`src/rtl/branch_predict_unit.sv`:
```
// Per-PC 2-bit saturating-counter branch predictor with zero-latency flush/redirect.
// Optional resolve/mispredict statistics counters are enabled by defining BPU_STATS_EN.
module branch_predict_unit #(
  parameter int unsigned ENTRIES    = 16,
  parameter logic [1:0]  INIT_STATE = 2'b11
) (
  input  logic        clk_i,
  input  logic        rst_i,
  input  logic        lookup_valid_i,
  input  logic [31:0] lookup_pc_i,
  output logic        predict_o,
  input  logic        resolve_valid_i,
  input  logic [31:0] resolve_pc_i,
  input  logic        resolve_taken_i,
  input  logic        resolve_pred_i,
  output logic        flush_o,
  output logic        redirect_taken_o
`ifdef BPU_STATS_EN
  ,
  output logic [31:0] branch_cnt_o,
  output logic [31:0] mispredict_cnt_o
`endif
);

  localparam int unsigned IDX_W = (ENTRIES > 1) ? $clog2(ENTRIES) : 1;

  typedef enum logic [1:0] {
    SNT = 2'b00,
    WNT = 2'b01,
    WT  = 2'b10,
    ST  = 2'b11
  } ctr_e;

  ctr_e             table_q [ENTRIES];
  ctr_e             cnt_q;
  ctr_e             cnt_d;
  logic [IDX_W-1:0] lookup_idx;
  logic [IDX_W-1:0] resolve_idx;
  logic             unused_pc_bits;

  // Word-aligned PCs: bits [1:0] never vary, upper bits alias (no tag).
  assign lookup_idx     = lookup_pc_i[IDX_W+1:2];
  assign resolve_idx    = resolve_pc_i[IDX_W+1:2];
  assign unused_pc_bits = ^{lookup_pc_i[31:IDX_W+2], lookup_pc_i[1:0],
                            resolve_pc_i[31:IDX_W+2], resolve_pc_i[1:0]};

  assign flush_o          = ~rst_i & resolve_valid_i & (resolve_taken_i ^ resolve_pred_i);
  assign predict_o        = ~rst_i & lookup_valid_i & table_q[lookup_idx][1] & ~flush_o;
  assign redirect_taken_o = resolve_taken_i;

  assign cnt_q = table_q[resolve_idx];

  // NOTE: every variable written here gets a default first so no latch is inferred.
  always_comb begin
    cnt_d = cnt_q;
    if (resolve_taken_i) begin
      if (cnt_q != ST) cnt_d = ctr_e'(cnt_q + 2'd1);
    end else begin
      if (cnt_q != SNT) cnt_d = ctr_e'(cnt_q - 2'd1);
    end
  end

  // NOTE: the table is small flop storage, so a full synchronous reset is intended here;
  // a large RAM-backed table would need an init sequencer instead.
  always_ff @(posedge clk_i) begin
    if (rst_i) begin
      for (int i = 0; i < int'(ENTRIES); i++) table_q[i] <= ctr_e'(INIT_STATE);
    end else if (resolve_valid_i) begin
      table_q[resolve_idx] <= cnt_d;
    end
  end

`ifdef BPU_STATS_EN
  logic [31:0] branch_cnt_q;
  logic [31:0] mispredict_cnt_q;

  always_ff @(posedge clk_i) begin
    if (rst_i) begin
      branch_cnt_q     <= '0;
      mispredict_cnt_q <= '0;
    end else begin
      if (resolve_valid_i) branch_cnt_q     <= branch_cnt_q + 32'd1;
      if (flush_o)         mispredict_cnt_q <= mispredict_cnt_q + 32'd1;
    end
  end

  assign branch_cnt_o     = branch_cnt_q;
  assign mispredict_cnt_o = mispredict_cnt_q;
`endif

endmodule

```
`config.mk`:
```
export PLATFORM = sky130hd
export DESIGN_NAME = branch_predict_unit
export DESIGN_NICKNAME = d
export VERILOG_FILES = /design/src/rtl/branch_predict_unit.sv
export SDC_FILE = /design/constraint.sdc
export NUM_CORES = 1
export LEC_CHECK = 0
export ABC_AREA = 1
export BUFFER_PORTS_ARGS = -buffer_cell sky130_fd_sc_hd__buf_2
export CORE_AREA = 10 10 59 97
export CTS_CLUSTER_SIZE = 30
export DETAILED_ROUTE_END_ITERATION = 7
export DIE_AREA = 0 0 69 107
export HOLD_SLACK_MARGIN = 0.05
export PLACE_DENSITY = 0.83
export SYNTH_ARGS = -nofsm -noshare
export SYNTH_HDL_FRONTEND = slang
export SYNTH_SLANG_ARGS = --single-unit
```
`constraint.sdc`:
```
create_clock -name clk_i -period 4.53 [get_ports clk_i]
set_clock_uncertainty 0.2 [all_clocks]
set_input_delay 0.6795 -clock clk_i [delete_from_list [all_inputs] [get_ports clk_i]]
set_output_delay 0.6795 -clock clk_i [all_outputs]
set_load 0.03 [all_outputs]
```
* Word level (Yosys, flattened, before mapping) *
Memory sizes are Yosys's and may differ from the RTL's.
Cells that the tools add are included.

operators by class
  add/sub/neg operators = 2
  equal/unequal tests = 1
  mux-type cells = 11
  bitwise logic cells = 8
  reduce and logical (&&, ||, !) cells = 2

operator list
  cell                                                                number
  2-bit 2-to-1 mux                                                    4
  1-bit 2-to-1 mux                                                    6
  1-bit AND                                                           5
  4-bit 2-to-1 mux                                                    1
  2-bit by 1-bit adder with 2-bit output, second input constant       1
  2-bit inequality test, second input constant                        1
  1-bit inverter                                                      2
  2-bit nonzero test                                                  1
  2-bit OR reduction                                                  1
  2-bit by 1-bit subtractor with 2-bit output, second input constant  1
  1-bit bitwise XOR                                                   1

storage, ports and cells
  register bits = 0
  bits in writable memories = 32
  input bits = 70
  output and inout port bits = 3
  word-level logic and storage cells = 25
  memories = 1

memories
  memory   depth  bits a word  read ports  clocked after memory_dff  wr ports  line  text
  table_q  16     2            2           0                         16        34    ctr_e table_q [ENTRIES];

* Depth between registers and ports, before layout *
  word-level depth = 5
  mapped depth = 13

* Least setup slack after synthesis *
No wires, ideal clock.

  kind = input to output
  start = input port lookup_pc_i[2]
  end = output port predict_o
  data arrival time = 1878 ps
  required time = 3651 ps
  slack = 1772 ps
  stages on the path = 9
  cell sequence = clkbuf_1 inv_1 a21oi_1 o21ai_0 nand3_1 nand2_1 inv_1 o21bai_1 nor2_1

on the way
  longest elaborated chain between the ends = 3

RTL lines
  what                    line  text
  start: declaration      10    input logic [31:0] lookup_pc_i,
  memory 16 x 2 bit       n/a
  1-bit AND (2 in a row)  48    assign predict_o = ~rst_i & lookup_valid_i & table_q[lookup_idx][1] & ~flush_o;
  end: declaration        11    output logic predict_o,

No other way between the ends.

* Final worst setup path *
  start = input port rst_i
  end = output port predict_o

on the way
  longest elaborated chain between the ends = 5
  elaborated cells between the ends (all ways) = 7

RTL lines
  what                    line    text
  start: declaration      8       input logic rst_i,
  1-bit inverter *        47, 48
  1-bit AND (2 in a row)  47      assign flush_o = ~rst_i & resolve_valid_i & (resolve_taken_i ^ resolve_pred_i);
  1-bit inverter          48
  1-bit AND *             48

Every way passes the cells marked *; elsewhere a longest branch is shown, timed or not.

==> results by group <==
Finish
  • Max reg flops: 32
  • Area of the multi-input gates: 1030 sq um
  • Biggest regs: table_q x32
  • Layout area overhead: 3.56%
  • Finished Cell Area: 2290 sq um
  • Commonest non-fill, non-tap cell in the layout: nand2_1
  • ANT cells: 0
  • Share of cells above drive strength 1: 23.7%
  • Fillers: 379
  • Nets@finish: 343
  • Register area: 961 sq um
  • Most frequent cells in the layout: 72 x nand2_1, 32 x edfxtp_1, 28 x nor2_1, 22 x o21ai_0, 21 x nand3_1
  • Biggest register: table_q

Die
  • Die Width: 69 microns
  • Number of cell rows: 31
  • DIE AREA: 7380 sq um
  • Starting density of the core: 53.8%
  • I/O pin count: 73
  • Area of the core: 4110 sq um
  • Die height: 107 microns

Synthesis
  • Syn Nets: 332
  • Ys flop type: edfxtp_1
  • Synth warn: 0
  • Syn Inst Count: 262
  • Synth unique cells: 25
  • #FFs+latches synth: 32
  • Sequential element share of the synthesized area: 43.4%
  • Post-synth EDFFs: 32
  • Fraction of registers with async set/reset: 0%
  • Synthesized area: 2210 sq um
  • Mean area per synthesized cell: 8.44 sq um

Route
  • First-pass iteration count of the detailed router: 4
  • Routed length per instance: 15.5 microns
  • Via count: 1808
  • Routed Antenna Nets: 0
  • Residual DRC: 0
  • Routed wire length: 5.02 mm
  • Via density: 5.60
  • Number of DRC markers in iteration 0: 148

Clock tree
  • CTS sink cnt: 32
  • Clock latency on the worst-skew pair: 280 ps
  • Clock transition at path regs: 60 ps
  • CTS max path bufs: 2
  • CTS buffer count: 5
  • CTS H-tree lvls: 2
  • TritonCTS clock tree: yes
  • Setup bufs post-CTS: 0
  • # hold bufs at CTS: 0
  • Clk root buf: clkbuf_8
  • Cts repair resizes: 0

Critical path
  • R2R Path Start: table_q[9][1]
  • Crit path capture type: output pin
  • Critical path required time: 3650 ps
  • R2r setup slk: 2590 ps
  • Setup Crit Path Kind: in -> out
  • Worst r2r dst: table_q[12][0]
  • R2R depth: 8
  • CP arrival: 2030 ps
  • Worst-path fanout max: 18
  • Startpoint types: input pin

STA
  • Final Cycle Share: 64.3%
  • Minimum clock period: 2910 ps
  • Final count of negative-setup-slack endpoints: 0
  • Final setup TNS: 0 ps
  • Worst-margin pin slew: 512 ps
  • Max-slew violation count: 0
  • RSZ-0062 raised after global routing: false
  • Fin. Hold Viols: 0
  • Worst hold slack: 796 ps
  • FMAX: 343 MHz
  • Slew Limit Headroom: 65.8%

Power and ir drop
  • P per Cell Area: 286 nW/um^2
  • Cell internal pwr: 0.468 mW
  • Sw Share: 28.6%
  • P_leak: 0.871 nW
  • Comb pwr share: 18.2%
  • Clock network fraction of total power: 31.1%
  • Seq pwr share: 50.6%
  • Psw: 0.187 mW
  • VDD IR max: 143 uV

Worst hold path
  • Worst Hold Path Cells: 3
  • Worst hold start: resolve_taken_i
  • HP Class: in -> reg
  • Hold Crit Endpoint: table_q[5][1]

Outcome
  • Status: finished clean

Placement
  • DP Wirelength: 3.67 mm
  • Gp weighted congestion: 0.896
  • Post-DP Area: 2210 sq um
  • I/O Buffers: 16

Global routing
  • Vias in the first global route: 1853
  • First-pass GRT wire length: 8.72 mm
  • Overflow left after global routing: 0
  • Initial antenna violation count: 0
  • Largest net degree at the start of global routing: 21
  • Total Routing Usage GR: 14.0%

Job
  • Maxcap violations: 0
[how the worst max path moves through the flow]
stage	end	start
6_report	predict_o	rst_i
5_1_grt	predict_o	rst_i
4_1_cts	predict_o	rst_i
3_5_place_dp	predict_o	rst_i
3_3_place_gp	predict_o	rst_i
2_1_floorplan	predict_o	lookup_pc_i[2]
[critical path: stages]
cell and delay (ps):
buf_2 90, inv_1 380, nand2_1 160, inv_1 150
nand2_1 80, o211ai_1 140, o21bai_1 120, nor2_1 50
buf_2 170
[cell usage after synthesis, types with 3 or more instances]
cell / instances / area (sq um)
nand2_2: 19 / 119
nand3_2: 17 / 170
nand2_1: 72 / 270
buf_6: 4 / 45.0
buf_12: 3 / 60.1
nand3_1: 21 / 105
o211ai_1: 3 / 22.5
inv_1: 20 / 75.1
o21ai_0: 22 / 110
nor2_1: 28 / 105
edfxtp_1: 32 / 961
[cell families (layout without fill, tap and decap cells)]
group	Yosys count	in the layout	share of synthesized area, %
AOI/OAI and AO/OA	32	32	7.98
and+or+nand+nor	164	164	38.4
buffers and inverters	34	46	10.2
DFF	32	32	43.4
[per-layer routing]
layer,GRT usage (%),vias to the layer above,wire (microns)
met2,25.2,61,2640
met4,8.82,0,166
met1,14.5,846,1900
met3,2.59,13,308
met5,0,-,0
li1,-,888,-
[per-stage QoR]
step	std cells	util, %	setup slack, ps	power [mW]
2_1_floorplan	262	-	1770	0.444
3_3_place_gp	315	53.8	1610	0.454
3_5_place_dp	315	53.8	1620	0.456
4_1_cts	323	55.7	1620	0.656
5_1_grt	323	55.7	1460	0.678
6_report	323	55.7	1620	0.655
[power by group through the flow]
stage          clock network [mW]  registers, mW  logic, mW
3_5_place_dp                    0          0.338      0.119
4_1_cts                     0.205          0.332      0.119
2_1_floorplan                   0          0.337      0.107
6_report                    0.204          0.332      0.119
5_1_grt                     0.213          0.332      0.134
3_3_place_gp                    0          0.338      0.116
[final cells by class]
type                            count  area share, %
Sequential cell                    32           41.9
Timing Repair Buffer               16           3.50
Multi-Input combinational cell    196           44.8
Clock buffer                        7           3.33
Clock inverter                      1          0.164
Inverter                           22           3.60
Tap cell                           49           2.68
No activity file was read; power rests on OpenSTA's default activity.
